**config.mk**
```make
export PLATFORM = sky130hd
export DESIGN_NAME = cfg_loader
export DESIGN_NICKNAME = d
export VERILOG_FILES = /design/src/rtl/cfg_loader.sv
export SDC_FILE = /design/constraint.sdc
export NUM_CORES = 1
export LEC_CHECK = 0
export CORE_MARGIN = 8
export CORE_UTILIZATION = 35
export DETAILED_ROUTE_END_ITERATION = 8
export PLACE_DENSITY_LB_ADDON = 0.05
export SYNTH_ARGS = -nofsm -noshare
export SYNTH_HDL_FRONTEND = slang
export SYNTH_SLANG_ARGS = --single-unit
```
**constraint.sdc**
```tcl
create_clock -name i_clk -period 4 [get_ports i_clk]
set_clock_uncertainty 0.15 [all_clocks]
set_input_delay 0.4 -clock i_clk [delete_from_list [all_inputs] [get_ports i_clk]]
set_output_delay 0.4 -clock i_clk [all_outputs]
set_load 0.05 [all_outputs]
```
**src/rtl/cfg_loader.sv**
```systemverilog
// cfg_loader: configuration controller for the cell array.
// Receives a byte-wide bitstream over a valid/ready handshake and hunts for
// the SYNC_BYTE header. It then assembles 4*NUM_CELLS little-endian payload
// bytes into a shadow register and verifies an XOR checksum byte. On a match
// it commits the shadow atomically to the cells' config buses.
//
// Ports:
//   i_clk          rising-edge clock
//   i_reset        asynchronous active-low reset
//   i_start        one-cycle pulse arming a load (honoured in IDLE/DONE/ERROR)
//   i_cfg_data     bitstream byte
//   i_cfg_valid    i_cfg_data is valid
//   o_cfg_ready    loader accepts a byte this cycle (SYNC/LOAD/CHECK)
//   o_cfg_out      committed config, cell i at [i*CFG_W +: CFG_W]
//   o_fabric_hold  holds the cell fabric in reset while not configured
//   o_busy         load in progress (SYNC/LOAD/CHECK/COMMIT)
//   o_done         sticky, set after a successful commit, cleared by start
//   o_error        sticky, set on checksum mismatch, cleared by start
//
// CFG_W must be in 1..32.

module cfg_loader #(
  parameter int unsigned NUM_CELLS = 4,
  parameter int unsigned CFG_W     = 31,
  parameter logic [7:0]  SYNC_BYTE = 8'hA5
) (
  input  logic                       i_clk,
  input  logic                       i_reset,
  input  logic                       i_start,
  input  logic [7:0]                 i_cfg_data,
  input  logic                       i_cfg_valid,
  output logic                       o_cfg_ready,
  output logic [NUM_CELLS*CFG_W-1:0] o_cfg_out,
  output logic                       o_fabric_hold,
  output logic                       o_busy,
  output logic                       o_done,
  output logic                       o_error
);

  localparam int unsigned NBYTES = 4 * NUM_CELLS;
  localparam int unsigned CNT_W  = $clog2(NBYTES);
  localparam int unsigned CELL_W = (NUM_CELLS > 1) ? $clog2(NUM_CELLS) : 1;
  localparam int unsigned OUT_W  = NUM_CELLS * CFG_W;

  typedef enum logic [2:0] {
    S_IDLE,
    S_SYNC,
    S_LOAD,
    S_CHECK,
    S_COMMIT,
    S_DONE,
    S_ERROR
  } state_t;

  // Registered output decode of a state: {cfg_ready, busy, fabric_hold}.
  function automatic logic [2:0] decode(input state_t s);
    case (s)
      S_SYNC, S_LOAD, S_CHECK: decode = 3'b111;
      S_COMMIT:                decode = 3'b011;
      S_DONE:                  decode = 3'b000;
      default:                 decode = 3'b001;  // IDLE, ERROR
    endcase
  endfunction

  state_t                            r_state;
  logic [2:0]                        r_dec;
  logic [CNT_W-1:0]                  r_cnt;
  logic [7:0]                        r_csum;
  logic [NUM_CELLS-1:0][CFG_W-1:0]   r_shadow;
  logic [OUT_W-1:0]                  r_cfg_out;
  logic                              r_done;
  logic                              r_error;

  logic                              w_accept;
  logic [CELL_W-1:0]                 w_cell;
  logic [1:0]                        w_lane;

  assign w_accept = i_cfg_valid & r_dec[2];
  assign w_cell   = CELL_W'(r_cnt >> 2);
  assign w_lane   = r_cnt[1:0];

  // Main controller: state, handshake decode, assembly, checksum and commit.
  always_ff @(posedge i_clk or negedge i_reset) begin
    if (!i_reset) begin
      r_state   <= S_IDLE;
      r_dec     <= decode(S_IDLE);
      r_cnt     <= '0;
      r_csum    <= '0;
      r_shadow  <= '0;
      r_cfg_out <= '0;
      r_done    <= 1'b0;
      r_error   <= 1'b0;
    end else begin
      case (r_state)
        S_IDLE, S_DONE, S_ERROR: begin
          if (i_start) begin
            r_state <= S_SYNC;
            r_dec   <= decode(S_SYNC);
            r_done  <= 1'b0;
            r_error <= 1'b0;
            r_cnt   <= '0;
            r_csum  <= '0;
          end
        end

        // Discard everything up to the header; the header is not checksummed.
        S_SYNC: begin
          if (w_accept && (i_cfg_data == SYNC_BYTE)) begin
            r_state <= S_LOAD;
            r_dec   <= decode(S_LOAD);
          end
        end

        // Byte k lands in cell k/4, lane k%4. Lane bits at or above CFG_W
        // have no home in the shadow but still feed the checksum.
        S_LOAD: begin
          if (w_accept) begin
            for (int j = 0; j < CFG_W; j++) begin
              if (w_lane == 2'(j / 8)) begin
                r_shadow[w_cell][j] <= i_cfg_data[3'(j % 8)];
              end
            end
            r_csum <= r_csum ^ i_cfg_data;
            if (r_cnt == CNT_W'(NBYTES - 1)) begin
              r_cnt   <= '0;
              r_state <= S_CHECK;
              r_dec   <= decode(S_CHECK);
            end else begin
              r_cnt <= r_cnt + CNT_W'(1);
            end
          end
        end

        // The commit is loaded on the checksum accept edge so the new config
        // is visible during COMMIT; done follows one edge later.
        S_CHECK: begin
          if (w_accept) begin
            if (i_cfg_data == r_csum) begin
              r_cfg_out <= r_shadow;
              r_state   <= S_COMMIT;
              r_dec     <= decode(S_COMMIT);
            end else begin
              r_error <= 1'b1;
              r_state <= S_ERROR;
              r_dec   <= decode(S_ERROR);
            end
          end
        end

        S_COMMIT: begin
          r_done  <= 1'b1;
          r_state <= S_DONE;
          r_dec   <= decode(S_DONE);
        end

        default: begin
          r_state <= S_IDLE;
          r_dec   <= decode(S_IDLE);
        end
      endcase
    end
  end

  assign o_cfg_ready   = r_dec[2];
  assign o_busy        = r_dec[1];
  assign o_fabric_hold = r_dec[0];
  assign o_cfg_out     = r_cfg_out;
  assign o_done        = r_done;
  assign o_error       = r_error;

endmodule

```
==> results.toml, run 1 <==
[detailed_routing]
drc = 0
post_drt_via_cell_ratio = 4.51
drt_iter0_drc = 165
routed_wl_um = 14800
drtAntennaViolNets = 0
drt_pre_antenna_iters = 4
wl_per_cell_um = 17.5
vias = 3817

[synth]
synth_commonest_cells = "147 x dfrtp_1, 68 x mux2_2, 60 x buf_4, 60 x mux2_4, 12 x nand2_1"
muxShareOfSynthArea_pct = 24.5
synth_area_mm2 = 0.00697
synthSimpleGateAreaFrac_pct = 8.06
yosys_warnings = 0
synth_top_family_by_area = "multiplexers"
synth-seq-cells = 148
avgSynthCellArea_um2 = 14.3
synthDistinctLibCells = 47
synthAdderAreaFrac_pct = 0.718
synthXorXnorAreaFrac_pct = 1.01
synth.most_common_cell = "dfrtp_1"
synth.largest_area_cell = "dfrtp_1"
synth_area_leaders = "dfrtp_1 53%, mux2_4 13%, mux2_2 11%, buf_4 6.5%, nand3_4 2.3%"
synth_edf_count = 0
yosys_most_used_dff = "dfrtp_1"
yosys.area.top_type_share_pct = 52.8
synthCells = 486
synth-async-reset-ratio_pct = 100
yosysSeqAreaShare_pct = 53.2
synth_compound_area_share_pct = 3.52

[critical_path]
path_class = "register to register"
cp-start-kind = "register"
crit_path_end_kind = "register"
arrival_ns = 3.09
worst_ep_required_time_ns = 4.15
critPathMaxFanout = 16

[cts]
clock_latency_ns = 0.41
clockBufferDepth = 2
cts_setup_buffers = 0
cts_made_buffers = 17
cts_tree = "yes"
clk_pin_slew_ns = 0.06
cts_sinks = 148
cts_max_level = 4
root_buffer = "clkbuf_16"

[placed_design]
hpwl_um = 9910
numPortBuffers = 80
dp_cells = 813
dpl_cell_area_mm2 = 0.00778
place.gp.congestion = 0.729

[global_route]
antenna_found_initial = 0
grt_overflow = 0
grt_usage_pct = 12.6
grt_max_degree = 92
first_global_vias = 4186
grt_pass1_wl_um = 23900

[min_path]
hp-class = "register to register"

[floorplan]
die_w_um = 157
coreArea_mm2 = 0.0195
row_count = 51
die-area_mm2 = 0.0247
die_h_um = 157
start_util_pct = 35.7
top_level_ports = 141

[sta]
max_freq_mhz = 340
hold_violations = 0
slew_viol_final = 0
fin_crit_sh_pct = 73.6
setup_viol = 0
min_period_ns = 2.94
max_slew.worst_pin.slew_ns = 1.03
holdWs_ns = 0.344
rsz0062_at_grt = "false"
slew_headroom_pct = 31.2
tns_ns = 0

[cells_and_area]
fin_util_pct = 43.1
drive_above_1_share_pct = 31.2
fillers = 1852
antenna_cells = 0
post-route-cell-area_mm2 = 0.00841
multi_input_area_mm2 = 0.00287
final_cell_count_no_fill = 846
area_delta_synth_final_pct = 20.7
nets = 584
ff_latch_area_mm2 = 0.00370

[pwr]
combPwrFrac_pct = 25.1
seq_power_share_pct = 41.5
netSwitchingFraction_pct = 31.9
p_int_mw = 3.36
power_switching_mw = 1.57
power.density_mw_per_mm2 = 586
leakage_nw = 4.08
ir_worst_vdd_v = 0.000294
power_frac_clock_pct = 33.4

[flow_run]
maxCapViolCount = 0

[outcome]
status = "complete, no violations"
final cells by class:
type                       count  area share, %
sequential                   148           44.0
multi-input combinational    308           34.1
timing repair buffer          87           10.3
clock buffer                  25           5.89
tap                          265           3.94
clock inverter                 7           1.43
inverter                       6          0.268
metrics by stage:
step,total power [mW],setup slack (ns)
final,4.93,1.06
after global routing,5.22,0.786
after CTS,5.01,1.01
after detailed placement,3.32,0.900
after global placement,3.30,0.955
after floorplan,3.06,1.77
sequential cells by signal (all words and copies together), names as in the netlist:
| register | cells |
|---|---|
| o_cfg_out | 64 |
| r_shadow | 64 |
| r_csum | 8 |
| r_cnt | 4 |
| r_dec | 3 |
| r_state | 3 |
| o_done | 1 |
| o_error | 1 |
routing by layer:
layer	part of all wire [%]	track usage (%)	wire length, um	vias up
met5	0	0	0	-
met4	0.95	3.67	140	0
met3	5.0	4.03	738	14
met2	49	21.0	7310	85
met1	45	15.4	6590	1970
li1	-	-	-	1748
placed cells by master, fill, tap and decap left out, drive strengths merged, types with 2 or more instances in the layout:
cell type,n
a21o,3
a21oi,3
a221o,8
a22o,2
and2b,2
buf,7
bufinv,3
clkbuf,25
clkdlybuf4s50,79
clkinv,3
conb,60
dfrtp,147
ha,4
inv,6
mux2,130
mux2i,2
nand2,12
nand2b,4
nand3,13
nand4,6
nor2,9
nor2b,10
nor3,3
nor3b,10
o21ai,3
o22a,3
o31ai,2
xnor2,8
cells by family after synthesis:
logic type | count (synthesis)
xor+xnor | 8
flops | 148
compound gates | 30
mux | 132
buf+inv | 89
simple gates | 74
other cells | 1
fa+ha+maj | 4
power groups by stage:
stage | registers (mW) | clock network, mW | logic [mW]
after floorplan | 2.05 | 0 | 1.00
after global placement | 2.07 | 0 | 1.23
after detailed placement | 2.08 | 0 | 1.25
after CTS | 2.05 | 1.70 | 1.25
after global routing | 2.10 | 1.78 | 1.35
final | 2.04 | 1.65 | 1.24
path summary, 6_finish.rpt:
path,cells past startpoint,from,to,slack (ns)
max in group asynchronous,3,i_reset,o_cfg_out[3],2.37
min in group asynchronous,2,i_reset,o_cfg_out[80],0.51
worst max register to register,5,r_state[1],r_shadow[112],1.06
worst min register to register,1,r_shadow[47],r_shadow[47],0.34
worst max-delay path,5,r_state[1],r_shadow[112],1.06
worst min-delay path,1,r_shadow[47],r_shadow[47],0.34
worst max-delay path, stage by stage, from the launching register on:
cell	delay, ns
dfrtp_1	0.64
nor3b_4	0.65
inv_2	0.13
nor2_4	0.53
nand4_1	0.36
mux2_2	0.36
repair_timing:
action / 4_1_cts / 5_1_grt
resized for setup: 0 / 0
hold endpoints to repair: 89 / 0
hold buffers: 1 / 0
No activity file was read; power rests on OpenSTA's default activity.
==> run 2: changes to the inputs <==
==> constraint.sdc (replaced) <==
create_clock -name i_clk -period 2.9 [get_ports i_clk]
set_clock_uncertainty 0.15 [all_clocks]
set_input_delay 0.29 -clock i_clk [delete_from_list [all_inputs] [get_ports i_clk]]
set_output_delay 0.29 -clock i_clk [all_outputs]
set_load 0.05 [all_outputs]
==> run 2 against run 1 <==
  * Critical endpoint is now r_shadow[39]
  * Routed wire length is 1.1% higher
  * Critical path type unchanged
  * Register-to-register slack got worse by 0.49 ns
  * Critical path depth is 1 higher
  * First-iteration DRC count is 18% lower
  * Sequential power rose by 37%
  * Worst setup slack worse by 0.49 ns
==> results.toml, run 2 (synthesized netlist as in run 1, its figures left out) <==
[outcome]
status = "complete, no violations"

[sta]
setup_viol = 0
slew_headroom_pct = 60.6
max_slew.worst_pin.slew_ns = 0.591
fin_crit_sh_pct = 80.6
min_period_ns = 2.34
max_freq_mhz = 428
hold_violations = 0
tns_ns = 0
layout_setup_ws_ns = 0.563
slew_viol_final = 0
rsz0062_at_grt = "false"

[critical_path]
cp-start-kind = "register"
r2r-start = "r_state[1]"
path_class = "register to register"
r2r_setup_slack_ns = 0.56
critPathMaxFanout = 16
startpoint = "r_state[1]"
crit_path_end_kind = "register"
endpoint = "r_shadow[39]"
worst_ep_required_time_ns = 3.05
arrival_ns = 2.49
r2r-end = "r_shadow[39]"
worstRegToRegCells = 6

[cts]
clk_pin_slew_ns = 0.06
cts_setup_buffers = 0
cts_sinks = 148
ctsResizeCount = 0
cts_max_level = 4
clock_latency_ns = 0.42
root_buffer = "clkbuf_16"
cts_made_buffers = 17
cts_tree = "yes"
clockBufferDepth = 2

[global_route]
first_global_vias = 4224
grt_max_degree = 60
grt_pass1_wl_um = 24100
grt_usage_pct = 12.8
grt_overflow = 0
antenna_found_initial = 0

[detailed_routing]
wl_per_cell_um = 17.5
drtAntennaViolNets = 0
vias = 3844
highest_layer = "met4"
drt_pre_antenna_iters = 4
drt_iter0_drc = 136
wl_met3_um = 696
drc = 0
post_drt_via_cell_ratio = 4.50
routed_wl_um = 14900
met2_length_um = 7290
wl_met1_um = 6740

[cells_and_area]
mostFrequentLayoutCells = "147 x dfrtp_1, 79 x clkdlybuf4s50_1, 68 x mux2_2"
area_delta_synth_final_pct = 22.1
ff_latch_area_mm2 = 0.00370
antenna_cells = 0
nets = 592
fillers = 1842
drive_above_1_share_pct = 32.6
multi_input_area_mm2 = 0.00287
layout_commonest_cell = "dfrtp_1"

[floorplan]
die-area_mm2 = 0.0247
die_h_um = 157
row_count = 51
top_level_ports = 141
start_util_pct = 35.7
coreArea_mm2 = 0.0195
die_w_um = 157

[placed_design]
dp_worst_setup_slack_ns = 0.228
hpwl_um = 10200
place.gp.congestion = 0.732
numPortBuffers = 80

[pwr]
leakage_nw = 4.14
power.density_mw_per_mm2 = 812
ir_worst_vdd_v = 0.000458

[min_path]
hp-class = "input pin to asynchronous set/reset pin"

[flow_run]
maxCapViolCount = 0
[run 2: stage by stage]
stage | utilization [%] | hold WS [ns] | cell area, um^2 | std cells | power (mW)
6_report | 43.6 | 0.267 | 8510 | 854 | 6.92
5_1_grt | 43.6 | 0.335 | 8510 | 854 | 7.29
4_1_cts | 43.6 | 0.298 | 8510 | 854 | 6.99
3_5_place_dp | 40.3 | 0.169 | 7870 | 821 | 4.61
3_3_place_gp | 40.3 | 0.166 | 7870 | 821 | 4.56
2_1_floorplan | - | -0.156 | 7190 | 545 | 4.22
[run 2: power breakdown]
group          internal [mW]  switching (mW)  total, mW
Sequential              2.47           0.327       2.79
Combinational          0.747            1.02       1.76
Clock                   1.49           0.872       2.36
Total                   4.70            2.22       6.92
[run 2: worst max-delay path, cell delays in order, from the launching register on]
cell     delay (ns)
dfrtp_1        0.66
nor3b_4        0.29
inv_2          0.08
nor2_4         0.27
buf_4          0.28
nand3_4        0.13
mux2_1         0.35
[run 2: cell type report]
class | instances | share of cell area (%)
clock buffer | 20 | 5.36
sequential | 148 | 43.5
multi-input combinational | 308 | 33.7
inverter | 6 | 0.265
clock inverter | 12 | 2.07
timing repair buffer | 95 | 11.2
tap | 265 | 3.89
[run 2: timing repair]
| action | in CTS | in global routing |
|---|---|---|
| hold buffers | 1 | 0 |
| hold endpoints to repair | 55 | 0 |
| endpoints found under the setup margin | 0 | 0 |
[run 2: worst min-delay path by stage]
stage,from,end,slack [ns],cells past startpoint
detailed placement,i_reset,o_cfg_out[73],0.17,1
global route,i_reset,o_cfg_out[80],0.33,2
global placement,i_reset,o_cfg_out[73],0.17,1
CTS,i_reset,o_cfg_out[73],0.30,2
floorplan,i_reset,o_cfg_out[0],-0.16,0
finish,i_reset,o_cfg_out[80],0.27,2
[run 2: per-layer routing]
metal | vias up | GRT usage, %
met2 | 91 | 20.8
met5 | - | 0
met3 | 16 | 3.65
li1 | 1768 | -
met4 | 0 | 4.81
met1 | 1969 | 15.8
